[config.mk]
export PLATFORM = sky130hd
export DESIGN_NAME = btn_debounce_bank
export DESIGN_NICKNAME = d
export VERILOG_FILES = /design/src/rtl/btn_debounce_bank.sv
export SDC_FILE = /design/constraint.sdc
export NUM_CORES = 1
export LEC_CHECK = 0
export ABC_CLOCK_PERIOD_IN_PS = 1750
export CORE_AREA = 2 2 105 87
export DETAILED_ROUTE_END_ITERATION = 8
export DIE_AREA = 0 0 107 89
export PLACE_DENSITY = 0.7
export SKIP_LAST_GASP = 1
export SLEW_MARGIN = 20
export SYNTH_ARGS = -nofsm -noshare
export SYNTH_HDL_FRONTEND = slang
export SYNTH_SLANG_ARGS = --single-unit
[constraint.sdc]
create_clock -name clk -period 1.75 [get_ports clk]
set_input_delay 0.4375 -clock clk [delete_from_list [all_inputs] [get_ports clk]]
set_output_delay 0.4375 -clock clk [all_outputs]
set_load 0.05 [all_outputs]
[src/rtl/btn_debounce_bank.sv]
// ============================================================================
//  Module      : btn_debounce_bank
//  Description : Bank of push-button conditioners: 2-flop synchroniser,
//                counter debounce, press/release pulses, hold auto-repeat.
//  Revision    : 1.0  initial release
// ============================================================================
`default_nettype none
`timescale 1ns/1ps

module btn_debounce_bank #(
    parameter int N_BTN         = 4,
    parameter int ACTIVE_LOW    = 1,
    parameter int DEBOUNCE_CYC  = 16,
    parameter int REPEAT_EN     = 1,
    parameter int REPEAT_DELAY  = 500,
    parameter int REPEAT_PERIOD = 100
) (
    input  logic             clk,
    input  logic             rst,
    input  logic [N_BTN-1:0] btn,
    output logic [N_BTN-1:0] press,
    output logic [N_BTN-1:0] release_pulse,
    output logic [N_BTN-1:0] level
);

    localparam int c_DCW    = (DEBOUNCE_CYC > 1) ? $clog2(DEBOUNCE_CYC) : 1;
    localparam int c_RC_MAX = (REPEAT_DELAY > REPEAT_PERIOD) ? REPEAT_DELAY : REPEAT_PERIOD;
    localparam int c_RCW    = (c_RC_MAX > 1) ? $clog2(c_RC_MAX) : 1;

    localparam logic [c_DCW-1:0] c_DC_LAST     = c_DCW'(DEBOUNCE_CYC - 1);
    localparam logic [c_RCW-1:0] c_DELAY_LAST  = c_RCW'(REPEAT_DELAY - 1);
    localparam logic [c_RCW-1:0] c_PERIOD_LAST = c_RCW'(REPEAT_PERIOD - 1);
    localparam logic [N_BTN-1:0] c_INACTIVE    = {N_BTN{ACTIVE_LOW != 0}};

    localparam logic [1:0] c_IDLE   = 2'd0;
    localparam logic [1:0] c_HOLD   = 2'd1;
    localparam logic [1:0] c_REPEAT = 2'd2;

    logic [N_BTN-1:0] r_s1;
    logic [N_BTN-1:0] r_s2;
    logic [N_BTN-1:0] w_act;

    always_ff @(posedge clk) begin
        if (rst) begin
            r_s1 <= c_INACTIVE;
            r_s2 <= c_INACTIVE;
        end else begin
            r_s1 <= btn;
            r_s2 <= r_s1;
        end
    end

    // XOR with the idle pin level yields 1 = pressed for either polarity
    assign w_act = r_s2 ^ c_INACTIVE;

    for (genvar i = 0; i < N_BTN; i++) begin : g_ch
        logic             r_lvl;
        logic [c_DCW-1:0] r_dc;
        logic [1:0]       r_state;
        logic [c_RCW-1:0] r_rc;
        logic             r_press;
        logic             r_rel;

        logic             w_lvl_next;
        logic [c_DCW-1:0] w_dc_next;
        logic             w_rise;
        logic             w_fall;
        logic [1:0]       w_state_next;
        logic [c_RCW-1:0] w_rc_next;
        logic             w_press_next;
        logic             w_rel_next;

        always_comb begin
            w_lvl_next = r_lvl;
            w_dc_next  = '0;
            if (w_act[i] != r_lvl) begin
                if (r_dc == c_DC_LAST) begin
                    w_lvl_next = w_act[i];
                end else begin
                    w_dc_next = r_dc + 1'b1;
                end
            end
        end

        assign w_rise = w_lvl_next & ~r_lvl;
        assign w_fall = ~w_lvl_next & r_lvl;

        // Pulses are registered alongside the level so they share its cycle
        always_comb begin
            w_state_next = r_state;
            w_rc_next    = r_rc;
            w_press_next = 1'b0;
            w_rel_next   = 1'b0;
            case (r_state)
                c_IDLE: begin
                    if (w_rise) begin
                        w_press_next = 1'b1;
                        w_state_next = c_HOLD;
                        w_rc_next    = '0;
                    end
                end
                c_HOLD: begin
                    if (w_fall) begin
                        w_rel_next   = 1'b1;
                        w_state_next = c_IDLE;
                        w_rc_next    = '0;
                    end else if (REPEAT_EN != 0) begin
                        if (r_rc == c_DELAY_LAST) begin
                            w_press_next = 1'b1;
                            w_state_next = c_REPEAT;
                            w_rc_next    = '0;
                        end else begin
                            w_rc_next = r_rc + 1'b1;
                        end
                    end
                end
                c_REPEAT: begin
                    if (w_fall) begin
                        w_rel_next   = 1'b1;
                        w_state_next = c_IDLE;
                        w_rc_next    = '0;
                    end else if (r_rc == c_PERIOD_LAST) begin
                        w_press_next = 1'b1;
                        w_rc_next    = '0;
                    end else begin
                        w_rc_next = r_rc + 1'b1;
                    end
                end
                default: begin
                    w_state_next = c_IDLE;
                    w_rc_next    = '0;
                end
            endcase
        end

        always_ff @(posedge clk) begin
            if (rst) begin
                r_lvl   <= 1'b0;
                r_dc    <= '0;
                r_state <= c_IDLE;
                r_rc    <= '0;
                r_press <= 1'b0;
                r_rel   <= 1'b0;
            end else begin
                r_lvl   <= w_lvl_next;
                r_dc    <= w_dc_next;
                r_state <= w_state_next;
                r_rc    <= w_rc_next;
                r_press <= w_press_next;
                r_rel   <= w_rel_next;
            end
        end

        assign press[i]         = r_press;
        assign release_pulse[i] = r_rel;
        assign level[i]         = r_lvl;
    end

endmodule

`default_nettype wire

After elaboration in Yosys (flattened, before gate mapping) --
Index checks and enable logic that the tools add are counted.
Cells by class: divide/modulo/power cells 0, multiply operators 0, reduce and logical (&&, ||, !) cells 20, add/subtract/negate cells 8, bitwise operators 25, shift-type cells 0, $lt $le $gt $ge 0, mux-type cells 80, equal/unequal tests 36
Operators with widths (number):
- 2-to-1 mux 9 bit | 20
- one-hot mux 9 bit (3 select lines) | 4
- adder 9 x 1 -> 9 bit (second input constant) | 4
- == test 9 x 7 -> 1 bit (second input constant) | 4
- == test 9 bit (second input constant) | 4
- 2-to-1 mux 1 bit | 32
- 2-to-1 mux 2 bit | 16
- one-hot mux 2 bit (3 select lines) | 4
- adder 4 x 1 -> 4 bit (second input constant) | 4
- == test 4 bit (second input constant) | 4
- inequality test 2 bit (second input constant) | 8
- NOT 1 bit | 16
- OR reduction 2 bit | 8
- inequality test 3 bit (second input constant) | 4
- one-hot mux 1 bit (3 select lines) | 4
- AND reduction 3 bit | 4
- OR reduction 3 bit | 4
- bitwise AND 1 bit | 8
- == test 2 x 1 -> 1 bit (second input constant) | 4
- == test 2 bit (second input constant) | 4
- logical NOT 2 bit | 4
- inequality test 1 bit | 4
- NOT 4 bit | 1
Storage, ports and cells: output and inout port bits 12, memories 0, memory bits (read-only) 0, latch bits 0, bits in writable memories 0, register bits 80, bits of input ports 6

Longest topological paths before layout --
depth after elaboration 7, gate-level depth with buffers 8, mapped depth without buffers 7

Worst setup path after synthesis --
Ideal clock, no wire load.
path kind reg-to-reg, start point register g_ch[2].r_rc[0], end point register g_ch[2].r_state[1], cell stages (with the launch flop) 7, arrival time 1887 ps, path slack -208 ps, buffers on the path 0, clock period less this slack 1958 ps, data required time 1679 ps, cells stage by stage dfxtp_1 ha_1 or3b_4 o31ai_4 a21oi_2 or4b_1 a21oi_1
On the way: cells in the longest elaborated chain, start to end 3
RTL lines:
- from (decl) | line 60 | logic [c_RCW-1:0] r_rc;
- from (signal assigned) | line 148 | r_rc <= w_rc_next;
- == test 9 bit | line 108 | if (r_rc == c_DELAY_LAST) begin
- inequality test 3 bit (no source line)
- AND reduction 3 bit (no source line)
- to (signal assigned) | line 140 | r_state <= c_IDLE;
- to (signal assigned) | line 147 | r_state <= w_state_next;
- to (decl) | line 59 | logic [1:0] r_state;
No other way between the ends. A chain may end at the register's enable or synchronous reset.

Final worst setup path --
start point register g_ch[2].r_rc[1], end point register g_ch[2].r_state[1]
The elaborated chain is that of the path after synthesis.

==> results_dict.tcl <==
set metrics [dict create \
    io_buffers 17 \
    synthDistinctLibCells 50 \
    core_area_sq_um 8370 \
    synth.area.top_cells "dfxtp_1 (39%), ha_1 (7.6%), nand3_1 (5.8%)" \
    path_delay_family "simple AND/OR/NAND/NOR gates" \
    relSlewSlack_pct 66.5 \
    crit_path_top_delay_cell "or4b_1" \
    holdPathStages 1 \
    finalSetupViolCount 10 \
    postLayoutSetupSlackWorst_ps -137 \
    dp_hpwl_mm 5.93 \
    final_common_cell "dfxtp_1" \
    dp_slack_ps -233 \
    cts_hold_buf 0 \
    root_buffer "clkbuf_8" \
    cap_violations 0 \
    layout_common_cells "dfxtp_1 (72), buf_4 (66), nor2_1 (53)" \
    grt_pass1_vias 3286 \
    grt_pass1_wl_mm 14.7 \
    area_growth_pct 24.5 \
    die_h_um 89 \
    pwr-share-clk_pct 35.8 \
    post_drt_wl_per_cell_um 13.2 \
    p_switching_mw 0.973 \
    switching_share_pct 26.4 \
    synth_area_per_cell_sq_um 8.31 \
    drt_wl_total_mm 8.87 \
    synth_flop_cell "dfxtp_1" \
    drc 0 \
    max_freq_ghz 0.530 \
    rows 30 \
    start_kind "flop" \
    ant_nets 0 \
    die_x_um 107 \
    cp.depth 6 \
    grt_usage_pct 19.4 \
    cts_tree "built" \
    tightest_slew_ps 500 \
    antenna_cells 0 \
    drv_slew 0 \
    syn-cell-area_sq_um 4110 \
    violations "negative setup slack" \
    clk_pin_slew_ps 80 \
    yosys_register_bits 80 \
    clock_latency_ps 360 \
    cts_made_buffers 9 \
    power_per_cell_area_nw_per_um2 720 \
    fin_util_pct 61.2 \
    synth_fp_nets 526 \
    async_flop_share_pct 0 \
    cts_sinks 80 \
    startpoint "g_ch[2].r_rc[1]$_SDFFE_PP0P_" \
    antenna_found_initial 0 \
    path_max_fanout 4 \
    synthAdderAreaFrac_pct 7.61 \
    drive_gt1_share_pct 25.6 \
    pwr-share-seq_pct 51.1 \
    crit_type "reg2reg" \
    first_iter_violations 130 \
    dieArea_sq_um 9520 \
    p_leak_nw 1.92 \
    final_nets 585 \
    p_int_mw 2.71 \
    fin_cells 671 \
    synthCells 495 \
    cts_buffer_depth 2 \
    gp_congestion 0.852 \
    cp-end-kind "flop" \
    via_per_inst 5.41 \
    synth.largest_area_cell "dfxtp_1" \
    firstDrtPassIters 5 \
    period_minus_slack_ps 1890 \
    r2r_cells 6 \
    required_ps 2050 \
    start_util_pct 49.1 \
    synth_compound_area_share_pct 13.7 \
    grt_max_degree 18 \
    hold_viol 0 \
    clock_skew_ps 4.64 \
    synth_top_family_by_area "simple AND/OR/NAND/NOR gates" \
    critPathArrivalTime_ps 2190 \
    synthSimpleGateAreaFrac_pct 28.7 \
    synthMuxAreaShare_pct 1.46 \
    max_stage_delay_ps 470 \
    rsz0062_at_grt "true" \
    place_inst 647 \
    outcome "finished, violations left" \
    ir_drop_mv 0.626 \
    path_cells "ha_4, or3b_4, o31ai_4, a21oi_2, or4b_1, a21oi_1" \
    worstHoldStart "r_s1[0]$_SDFF_PP1_" \
    synth.yosys.seq_area_share_pct 39.0 \
    combPwrFrac_pct 13.1 \
    hp-class "reg2reg" \
    synth-edff-count 0 \
    yosys.area_share.xor_xnor_pct 3.83 \
    grt_overflow 0 \
    reg2reg_from "g_ch[2].r_rc[1]$_SDFFE_PP0P_" \
    io_pins 18 \
    cp_num_buf_inv 0 \
    tns_ps -628 \
    vias 3632 \
    yosys_warnings 0 \
    period_share_pct 108 \
    synth_top_cell_area_share_pct 39.0 \
    htreeDepth 3 \
]
## cells in the mapped netlist, types with 3 or more instances
library cell / instances
a211oi_1: 4
a21oi_1: 22
a31o_2: 4
a31oi_1: 20
and3_1: 16
and4_1: 4
buf_2: 4
buf_4: 12
clkbuf_1: 13
dfxtp_1: 80
ha_1: 25
inv_1: 20
mux2i_1: 6
nand2_1: 47
nand2b_1: 3
nand3_1: 48
nand3b_1: 11
nand4_1: 11
nor2_1: 53
nor3_1: 9
nor3b_1: 5
o211ai_1: 3
o21ai_0: 14
or2_2: 11
or3_1: 4
xnor2_1: 5
xor2_1: 13
## routing by layer
layer | share of wire [%] | vias up | track usage, %
met2 | 47 | 52 | 32.7
li1 | - | 1865 | -
met4 | 1.2 | 0 | 6.97
met1 | 48 | 1708 | 23.9
met3 | 3.2 | 7 | 5.69
met5 | 0 | - | 0
## power groups by stage
stage / registers (mW) / logic (mW) / clock network, mW
floorplan: 1.92 / 0.276 / 0
global placement: 1.93 / 0.418 / 0
detailed placement: 1.93 / 0.427 / 0
CTS: 1.89 / 0.467 / 1.37
global route: 1.89 / 0.533 / 1.45
finish: 1.88 / 0.482 / 1.32
## flip-flops by register name, summed over array words and instances, names as in the netlist
| register | cells |
|---|---|
| g_ch.r_state | 8 |
| r_s1 | 4 |
| g_ch.r_lvl | 4 |
| g_ch.r_dc | 16 |
| g_ch.r_rel | 4 |
| g_ch.r_press | 4 |
| r_s2 | 4 |
| g_ch.r_rc | 36 |
## cell type report
| cell class | count | area, sq um |
|---|---|---|
| fillers | 705 | 3250 |
| multi-input cells | 366 | 2480 |
| flip-flops and latches | 80 | 1620 |
| repair buffers | 77 | 619 |
| well taps | 112 | 140 |
| clock buffers | 10 | 128 |
| inverters | 20 | 75.1 |
| clock inverters | 6 | 60.1 |
## worst paths after layout
check,end,slack [ps]
worst min-delay path,r_s2[0]$_SDFF_PP1_,410
worst max register to register,g_ch[2].r_state[1]$_SDFFE_PP0P_,-140
worst max-delay path,g_ch[2].r_state[1]$_SDFFE_PP0P_,-140
worst min register to register,r_s2[0]$_SDFF_PP1_,410
## through the flow
| step | instance area [sq um] | hold WS, ps | power (mW) |
|---|---|---|---|
| floorplan | 4130 | 389 | 2.19 |
| global placement | 4660 | 393 | 2.34 |
| detailed placement | 4660 | 396 | 2.35 |
| CTS | 4950 | 415 | 3.72 |
| global route | 5120 | 440 | 3.87 |
| finish | 5120 | 411 | 3.69 |
## logic make-up (layout without fill, tap and decap cells)
kind of cell             Yosys count  in the layout
multiplexers                       6              6
buffers and inverters             49            113
adder cells (fa/ha/maj)           25             25
AO/OA/AOI/OAI                     85             85
flip-flops                        80             80
XOR/XNOR                          18             18
AND/OR/NAND/NOR                  232            232
## what timing repair did
item | in CTS | in global routing
gates resized for setup | 17 | 39
gates cloned | 0 | 1
setup buffers | 5 | 4
endpoints found under the setup margin | 31 | 44
pin swaps | 17 | 14
No activity file was read; power rests on OpenSTA's default activity.
